**config.mk**
```make
export PLATFORM = sky130hd
export DESIGN_NAME = csm_port_ctrl
export DESIGN_NICKNAME = d
export VERILOG_FILES = /design/src/rtl/csm_pkg.sv /design/src/rtl/csm_timeout_ctr.sv /design/src/rtl/csm_port_ctrl.sv
export SDC_FILE = /design/constraint.sdc
export NUM_CORES = 1
export LEC_CHECK = 0
export CORE_MARGIN = 4
export CORE_UTILIZATION = 45
export CTS_BUF_LIST = sky130_fd_sc_hd__clkbuf_4
export DETAILED_ROUTE_END_ITERATION = 12
export PLACE_DENSITY = 0.79
export SETUP_SLACK_MARGIN = 0.1
export SYNTH_ARGS = -nofsm -noshare
export SYNTH_HDL_FRONTEND = slang
export SYNTH_SLANG_ARGS = --single-unit
```
**constraint.sdc**
```tcl
create_clock -name clk -period 3.02 [get_ports clk]
set_clock_uncertainty 0.2 [all_clocks]
set_input_delay 0.906 -clock clk [delete_from_list [all_inputs] [get_ports clk]]
set_output_delay 0.906 -clock clk [all_outputs]
set_load 0.05 [all_outputs]
```
**src/rtl/csm_pkg.sv**
```systemverilog
// Shared definitions for the shared-memory port controllers.
package csm_pkg;

    localparam int DEF_DATABITS = 8;
    localparam int DEF_ERRBITS  = 2;
    localparam int DEF_TIMEOUT  = 15;

    typedef enum logic [1:0] {
        ERR_OK          = 2'b00,
        ERR_LOCKED      = 2'b01,
        ERR_BAD_RELEASE = 2'b10,
        ERR_TIMEOUT     = 2'b11
    } err_t;

    typedef enum logic [2:0] {
        IDLE   = 3'd0,
        W_DATA = 3'd1,
        W_MEM  = 3'd2,
        R_MEM  = 3'd3,
        R_WAIT = 3'd4,
        RESP   = 3'd5
    } port_state_t;

endpackage

```
**src/rtl/csm_timeout_ctr.sv**
```systemverilog
// Memory-wait watchdog: counts cycles spent waiting on the arbiter.
module csm_timeout_ctr #(
    parameter int TIMEOUT = 15
) (
    input  logic clk,
    input  logic reset_n,
    input  logic i_clear,
    input  logic i_enable,
    output logic o_expired
);

    localparam int CW = $clog2(TIMEOUT + 1);
    // The final wait cycle is the one whose closing edge brings the count to TIMEOUT.
    localparam logic [CW-1:0] LAST = CW'(TIMEOUT - 1);

    logic [CW-1:0] r_cnt;

    // Clear on entry to a memory wait, advance once per waiting cycle.
    always_ff @(posedge clk or negedge reset_n) begin
        if (!reset_n) begin
            r_cnt <= '0;
        end else if (i_clear) begin
            r_cnt <= '0;
        end else if (i_enable) begin
            r_cnt <= r_cnt + 1'b1;
        end
    end

    assign o_expired = i_enable && (r_cnt == LAST);

endmodule

```
**src/rtl/csm_port_ctrl.sv**
```systemverilog
// Processor-side port controller for the shared memory and its lock.
//
// state  | meaning
// IDLE   | ready, ack=1, command decoded when enable=1
// W_DATA | write address held, capturing write data
// W_MEM  | write request to arbiter, waiting for grant
// R_MEM  | read request to arbiter, waiting for grant
// R_WAIT | read granted, waiting for read data
// RESP   | one-cycle completion, ack=1, err valid
module csm_port_ctrl
    import csm_pkg::*;
#(
    parameter int DATABITS = DEF_DATABITS,
    parameter int ERRBITS  = DEF_ERRBITS,
    parameter int TIMEOUT  = DEF_TIMEOUT
) (
    input  logic                clk,
    input  logic                reset_n,
    input  logic [DATABITS-1:0] in_AD,
    input  logic                rw,
    input  logic                enable,
    input  logic                hold,
    input  logic                release_req,
    output logic                ack,
    output logic [ERRBITS-1:0]  err,
    output logic [DATABITS-1:0] out_data,
    output logic                mem_req,
    output logic                mem_we,
    output logic [DATABITS-1:0] mem_addr,
    output logic [DATABITS-1:0] mem_wdata,
    input  logic                mem_gnt,
    input  logic                mem_rvalid,
    input  logic [DATABITS-1:0] mem_rdata,
    output logic                lock_req,
    output logic                lock_rel,
    input  logic                lock_other
);

    port_state_t         r_state;
    port_state_t         w_next;
    logic                r_owner;
    logic [ERRBITS-1:0]  r_err;
    logic [DATABITS-1:0] r_out_data;
    logic                r_mem_req;
    logic                r_mem_we;
    logic [DATABITS-1:0] r_mem_addr;
    logic [DATABITS-1:0] r_mem_wdata;
    logic                r_lock_req;
    logic                r_lock_rel;

    logic                w_err_load;
    err_t                w_err_val;
    logic                w_lock_req;
    logic                w_lock_rel;
    logic                w_rdata_load;
    logic                w_tmo_clr;
    logic                w_tmo_en;
    logic                w_expired;

    assign w_tmo_en  = (r_state == W_MEM) || (r_state == R_MEM) || (r_state == R_WAIT);
    assign w_tmo_clr = ((w_next == W_MEM) && (r_state != W_MEM)) ||
                       ((w_next == R_MEM) && (r_state != R_MEM));

    csm_timeout_ctr #(
        .TIMEOUT (TIMEOUT)
    ) u_tmo (
        .clk       (clk),
        .reset_n   (reset_n),
        .i_clear   (w_tmo_clr),
        .i_enable  (w_tmo_en),
        .o_expired (w_expired)
    );

    // Next-state and completion decode; timeout outranks a same-cycle grant or rvalid.
    always_comb begin
        w_next       = r_state;
        w_err_load   = 1'b0;
        w_err_val    = ERR_OK;
        w_lock_req   = 1'b0;
        w_lock_rel   = 1'b0;
        w_rdata_load = 1'b0;
        case (r_state)
            IDLE: begin
                if (enable) begin
                    if (hold) begin
                        w_next     = RESP;
                        w_err_load = 1'b1;
                        if (lock_other) w_err_val  = ERR_LOCKED;
                        else            w_lock_req = 1'b1;
                    end else if (release_req) begin
                        w_next     = RESP;
                        w_err_load = 1'b1;
                        if (r_owner) w_lock_rel = 1'b1;
                        else         w_err_val  = ERR_BAD_RELEASE;
                    end else if (lock_other && !r_owner) begin
                        w_next     = RESP;
                        w_err_load = 1'b1;
                        w_err_val  = ERR_LOCKED;
                    end else begin
                        w_next = rw ? W_DATA : R_MEM;
                    end
                end
            end
            W_DATA: w_next = W_MEM;
            W_MEM: begin
                if (w_expired) begin
                    w_next     = RESP;
                    w_err_load = 1'b1;
                    w_err_val  = ERR_TIMEOUT;
                end else if (mem_gnt) begin
                    w_next     = RESP;
                    w_err_load = 1'b1;
                end
            end
            R_MEM: begin
                if (w_expired) begin
                    w_next     = RESP;
                    w_err_load = 1'b1;
                    w_err_val  = ERR_TIMEOUT;
                end else if (mem_gnt) begin
                    w_next = R_WAIT;
                end
            end
            R_WAIT: begin
                if (w_expired) begin
                    w_next     = RESP;
                    w_err_load = 1'b1;
                    w_err_val  = ERR_TIMEOUT;
                end else if (mem_rvalid) begin
                    w_next       = RESP;
                    w_err_load   = 1'b1;
                    w_rdata_load = 1'b1;
                end
            end
            RESP:    w_next = IDLE;
            default: w_next = IDLE;
        endcase
    end

    // State, lock ownership and registered outputs; arbiter strobes follow the next state.
    always_ff @(posedge clk or negedge reset_n) begin
        if (!reset_n) begin
            r_state     <= IDLE;
            r_owner     <= 1'b0;
            r_err       <= '0;
            r_out_data  <= '0;
            r_mem_req   <= 1'b0;
            r_mem_we    <= 1'b0;
            r_mem_addr  <= '0;
            r_mem_wdata <= '0;
            r_lock_req  <= 1'b0;
            r_lock_rel  <= 1'b0;
        end else begin
            r_state    <= w_next;
            r_mem_req  <= (w_next == W_MEM) || (w_next == R_MEM);
            r_mem_we   <= (w_next == W_MEM);
            r_lock_req <= w_lock_req;
            r_lock_rel <= w_lock_rel;
            if (w_lock_req) r_owner <= 1'b1;
            else if (w_lock_rel) r_owner <= 1'b0;
            if (w_err_load) r_err <= ERRBITS'(w_err_val);
            if (w_rdata_load) r_out_data <= mem_rdata;
            if ((r_state == IDLE) && ((w_next == W_DATA) || (w_next == R_MEM)))
                r_mem_addr <= in_AD;
            if (r_state == W_DATA) r_mem_wdata <= in_AD;
        end
    end

    assign ack       = (r_state == IDLE) || (r_state == RESP);
    assign err       = r_err;
    assign out_data  = r_out_data;
    assign mem_req   = r_mem_req;
    assign mem_we    = r_mem_we;
    assign mem_addr  = r_mem_addr;
    assign mem_wdata = r_mem_wdata;
    assign lock_req  = r_lock_req;
    assign lock_rel  = r_lock_rel;

endmodule

```
Word-level counts from Yosys, hierarchy flattened --
Index checks and enable logic that the tools add are counted.
Operators by class: $add $sub $neg 1, multiplexer cells 45, reductions and logical operators 16, equality and inequality tests 11
Operators with widths (number):
- 2-to-1 mux 3 bit | 10
- 2-to-1 mux 1 bit | 24
- one-hot mux 3 bit (5 select lines) | 1
- == test 3 x 2 -> 1 bit (second input constant) | 4
- 2-to-1 mux 2 bit | 6
- 2-to-1 mux 4 bit | 2
- == test 3 x 1 -> 1 bit (second input constant) | 2
- == test 3 bit (second input constant) | 2
- logical OR 1 bit | 6
- != test 3 x 2 -> 1 bit (second input constant) | 2
- logical AND 1 bit | 5
- adder 4 x 1 -> 4 bit (second input constant) | 1
- == test 4 bit (second input constant) | 1
- one-hot mux 1 bit (4 select lines) | 1
- one-hot mux 2 bit (2 select lines) | 1
- nonzero test 2 bit | 2
- logical NOT 3 bit | 1
- OR reduction 3 bit | 1
- logical NOT 1 bit | 1
Storage, ports and cells: logic and storage cells 84, output and inout port bits 31, register bits 38, input bits 25

Logic depth before layout (Yosys ltp) --
word-level depth 11, gate-level depth with buffers 7, mapped depth without buffers 6

By module --
Synthesis repeated with hierarchy kept, for this count alone.
Second synthesis, totals: cell total of the unflattened synthesis 122, area total of the unflattened synthesis 1682.9 um^2
Modules (own cells, without submodules):
- csm_port_ctrl | instances 1, area an instance 1460.2 um^2, seq. area each 850.8 um^2, cells an instance 102
- csm_timeout_ctr | instances 1, area an instance 222.7 um^2, seq. area each 100.1 um^2, cells an instance 20

Worst setup path before layout --
OpenSTA, ideal clock, no wires.
path kind flip-flop to output port, start point reg r_state[2], end point out ack, stages on the path, launching flop included 4, setup slack 0.569 ns, data required time 1.914 ns, arrival 1.345 ns, buffers on the path 1, cell sequence dfrtp_1 > buf_4 > xor2_1 > nor2_1
Between the ends: cells in the longest elaborated chain, start to end 2, elaborated cells on any way between the ends 3, those cells by class eq/ne: 1; reduce/logical: 2
Ends and longest elaborated chain:
- start: declaration | line csm_port_ctrl.sv:39 | port_state_t r_state;
- start signal: assignment | line csm_port_ctrl.sv:154 | r_state <= w_next;
- == test 3 bit or logical NOT 3 bit (tied branches) | line csm_port_ctrl.sv:169 | assign ack = (r_state == IDLE) || (r_state == RESP);
- logical OR 1 bit * | line csm_port_ctrl.sv:169
- end: declaration | line csm_port_ctrl.sv:24 | output logic ack,
Every way passes the cells marked *; elsewhere a longest branch is shown, timed or not.

Final worst setup path --
start point reg r_mem_addr[2], in the netlist mem_addr[2], end point out mem_addr[2]
RTL lines:
- start: declaration | line csm_port_ctrl.sv:46 | logic [DATABITS-1:0] r_mem_addr;
- start signal: assignment | line csm_port_ctrl.sv:164 | r_mem_addr <= in_AD;
- end: declaration | line csm_port_ctrl.sv:29 | output logic [DATABITS-1:0] mem_addr,
No word-level cell between the ends.

==> run summary <==
status: completed
syn_nets: 155
leading area contributor after synthesis: dfrtp_1
clock slew at reported path FFs: 0.11 ns
# DRC: 0
Root Driver: clkbuf_4
CP Cell Sequence: clkdlybuf4s50_1
vias per cell: 5.12
Skew-Pair Late Insertion Delay: 0.33 ns
Buffers on Ports: 55
Pwr Total: 2.86 mW
die area: 0.00477 sq mm
Critical Path Start Type: register
grt ovf: 0
number of library cell types mapped by synthesis: 38
synthesized area: 0.00168 sq mm
Worst Setup End Kind: output port
hold buffers post-CTS: 0
post-synthesis area per instance: 13.1 sq um
CTS tree: yes
final wirelength: 3440 um
number of global-route vias before repair: 1325
nets: 213
H-tree depth: 2
post-CTS setup buffer count: 0
Final GP Congestion: 0.802
Diodes inserted: 0
share of layout cells above drive strength 1: 0.203
DR vias: 1192
Max Cap Viol: 0
Pre-Repair DR Iteration Count: 4
WP buf/inv: 1
CP delay by family, top: buffers and inverters
Rows: 21
peak supply drop: 0.752 mV
Gate Count Post-Synth: 128
P&R area growth vs syn: 37.1%
DRT antenna net count: 0
Die W: 69.1 um
critical-path cell with the highest stage delay: clkdlybuf4s50_1
Die H: 69.1 um
antenna violations before repair: 0
core footprint: 0.00347 sq mm
Yosys warnings: 0
RSZ-0062 raised after global routing: false
Starting Density: 0.484
critical path class: reg2out
I/O pins: 56
total track usage: 0.155
Worst-Margin Slew: 0.803 ns
leakage: 0.972 nW
Yosys top cell area share: 0.567
CP max FO: 2
Final period util: 0.874
clock sinks: 38
dpl hpwl: 2650 um
CP max stage delay: 0.82 ns
DRT iter0 DRCs: 90
fin crit period: 2.64 ns
post-synthesis register bit count: 38
Final Hold Viols: 0
Inserted Clock Buffers: 5
sequential share of the synthesized area: 0.567
first-pass GRT wire length: 5990 um
clk buf depth: 2
Arrival @ worst endpoint: 1.53 ns
fmax: 379 MHz
Layout Cells excl Fill: 233
max-slew violations: 0
synth top area cells: dfrtp_1 (57%), mux2_2 (15%), nor2_1 (2.0%)
setup TNS: 0 ns
worst min-delay path class: reg2reg
post_cts resized: 0
largest net degree at the start of global routing: 39
dpl cells: 225
DR WL/cell: 14.7 um
Power Density: 1240 mW/mm^2
Final setup viols: 0
Data required, critical path: 1.91 ns
Max-slew headroom: 0.465
[cells in the mapped netlist, drive strengths merged]
cell     number
a211oi        1
a21o          1
a21oi         6
and3          1
and3b         1
buf           3
clkbuf        1
dfrtp        38
ha            2
inv           3
mux2         24
nand2         7
nand2b        3
nand3         5
nand3b        1
nor2         10
nor2b         1
nor3          1
nor3b         1
nor4b         1
o211ai        2
o21ai         3
o221ai        1
o22ai         1
o2bb2ai       1
o31ai         2
or2           2
or3b          1
xnor2         2
xor2          2
[layer usage]
| layer | wire length (um) | up-vias | track usage |
|---|---|---|---|
| met3 | 421 | 6 | 0.0828 |
| met2 | 1540 | 57 | 0.234 |
| met1 | 1420 | 565 | 0.183 |
| met4 | 45 | 0 | 0.0651 |
| li1 | - | 564 | - |
| met5 | 0 | - | 0 |
[metrics by stage]
stage | util | hold WS, ns | worst slack [ns] | instance area, sq um
after floorplan | - | 0.307 | 0.569 | 1680
after global placement | 0.649 | 0.279 | 0.370 | 2250
after detailed placement | 0.649 | 0.293 | 0.307 | 2250
after CTS | 0.663 | 0.314 | 0.363 | 2300
after global routing | 0.663 | 0.340 | 0.316 | 2300
final | 0.663 | 0.310 | 0.382 | 2300
[layout make-up]
| type | count | area, sq um |
|---|---|---|
| clock inverters | 3 | 11.3 |
| repair buffers | 55 | 543 |
| multi-input cells | 83 | 688 |
| clock buffers | 5 | 37.5 |
| flip-flops and latches | 38 | 951 |
| inverters | 3 | 11.3 |
| fillers | 264 | 1170 |
| well taps | 46 | 57.6 |
[cell families (layout without fill, tap and decap cells)]
kind of cell	Yosys count	after routing	share of synthesized area
compound gates	18	18	0.0813
simple gates	35	35	0.132
fa+ha+maj	2	2	0.0149
xor+xnor	4	4	0.0209
mux	24	24	0.161
buf+inv	7	66	0.0231
flops	38	38	0.567
[layout by cell type, fill, tap and decap left out, types with 2 or more instances in the layout]
| master | n |
|---|---|
| inv_1 | 3 |
| dfrtp_1 | 38 |
| or2_1 | 2 |
| nand2_1 | 6 |
| mux2_1 | 2 |
| clkinv_1 | 3 |
| xnor2_1 | 2 |
| mux2_2 | 22 |
| o21ai_0 | 3 |
| xor2_1 | 2 |
| nand3_1 | 3 |
| clkdlybuf4s50_1 | 53 |
| o211ai_1 | 2 |
| clkbuf_4 | 5 |
| a21oi_1 | 5 |
| o31ai_1 | 2 |
| nor2_1 | 9 |
| ha_1 | 2 |
| nand2b_1 | 3 |
[power by group]
| part | switching, mW | total, mW | internal, mW |
|---|---|---|---|
| Clock | 0.155 | 0.238 | 0.0830 |
| Sequential | 0.181 | 0.926 | 0.744 |
| Combinational | 1.05 | 1.70 | 0.642 |
| Total | 1.39 | 2.86 | 1.47 |
[flip-flops by register name (all words and copies together), names as in the netlist]
signal and cells:
err 2, lock_rel 1, out_data 8, mem_we 1, mem_wdata 8, mem_req 1
r_state 3, lock_req 1, r_owner 1, mem_addr 8, u_tmo.r_cnt 4
[worst paths after layout]
kind                        startpoint              to  slack, ns  cells past startpoint
max reg2reg                 r_state[1]    mem_wdata[4]       1.09                      3
min in group asynchronous      reset_n      r_state[0]       0.45                      1
max                        mem_addr[2]     mem_addr[2]       0.38                      1
max in group asynchronous      reset_n  u_tmo.r_cnt[3]       1.67                      1
min reg2reg                mem_addr[5]     mem_addr[5]       0.31                      1
min                        mem_addr[5]     mem_addr[5]       0.31                      1
(Power assumes the default switching activity.)
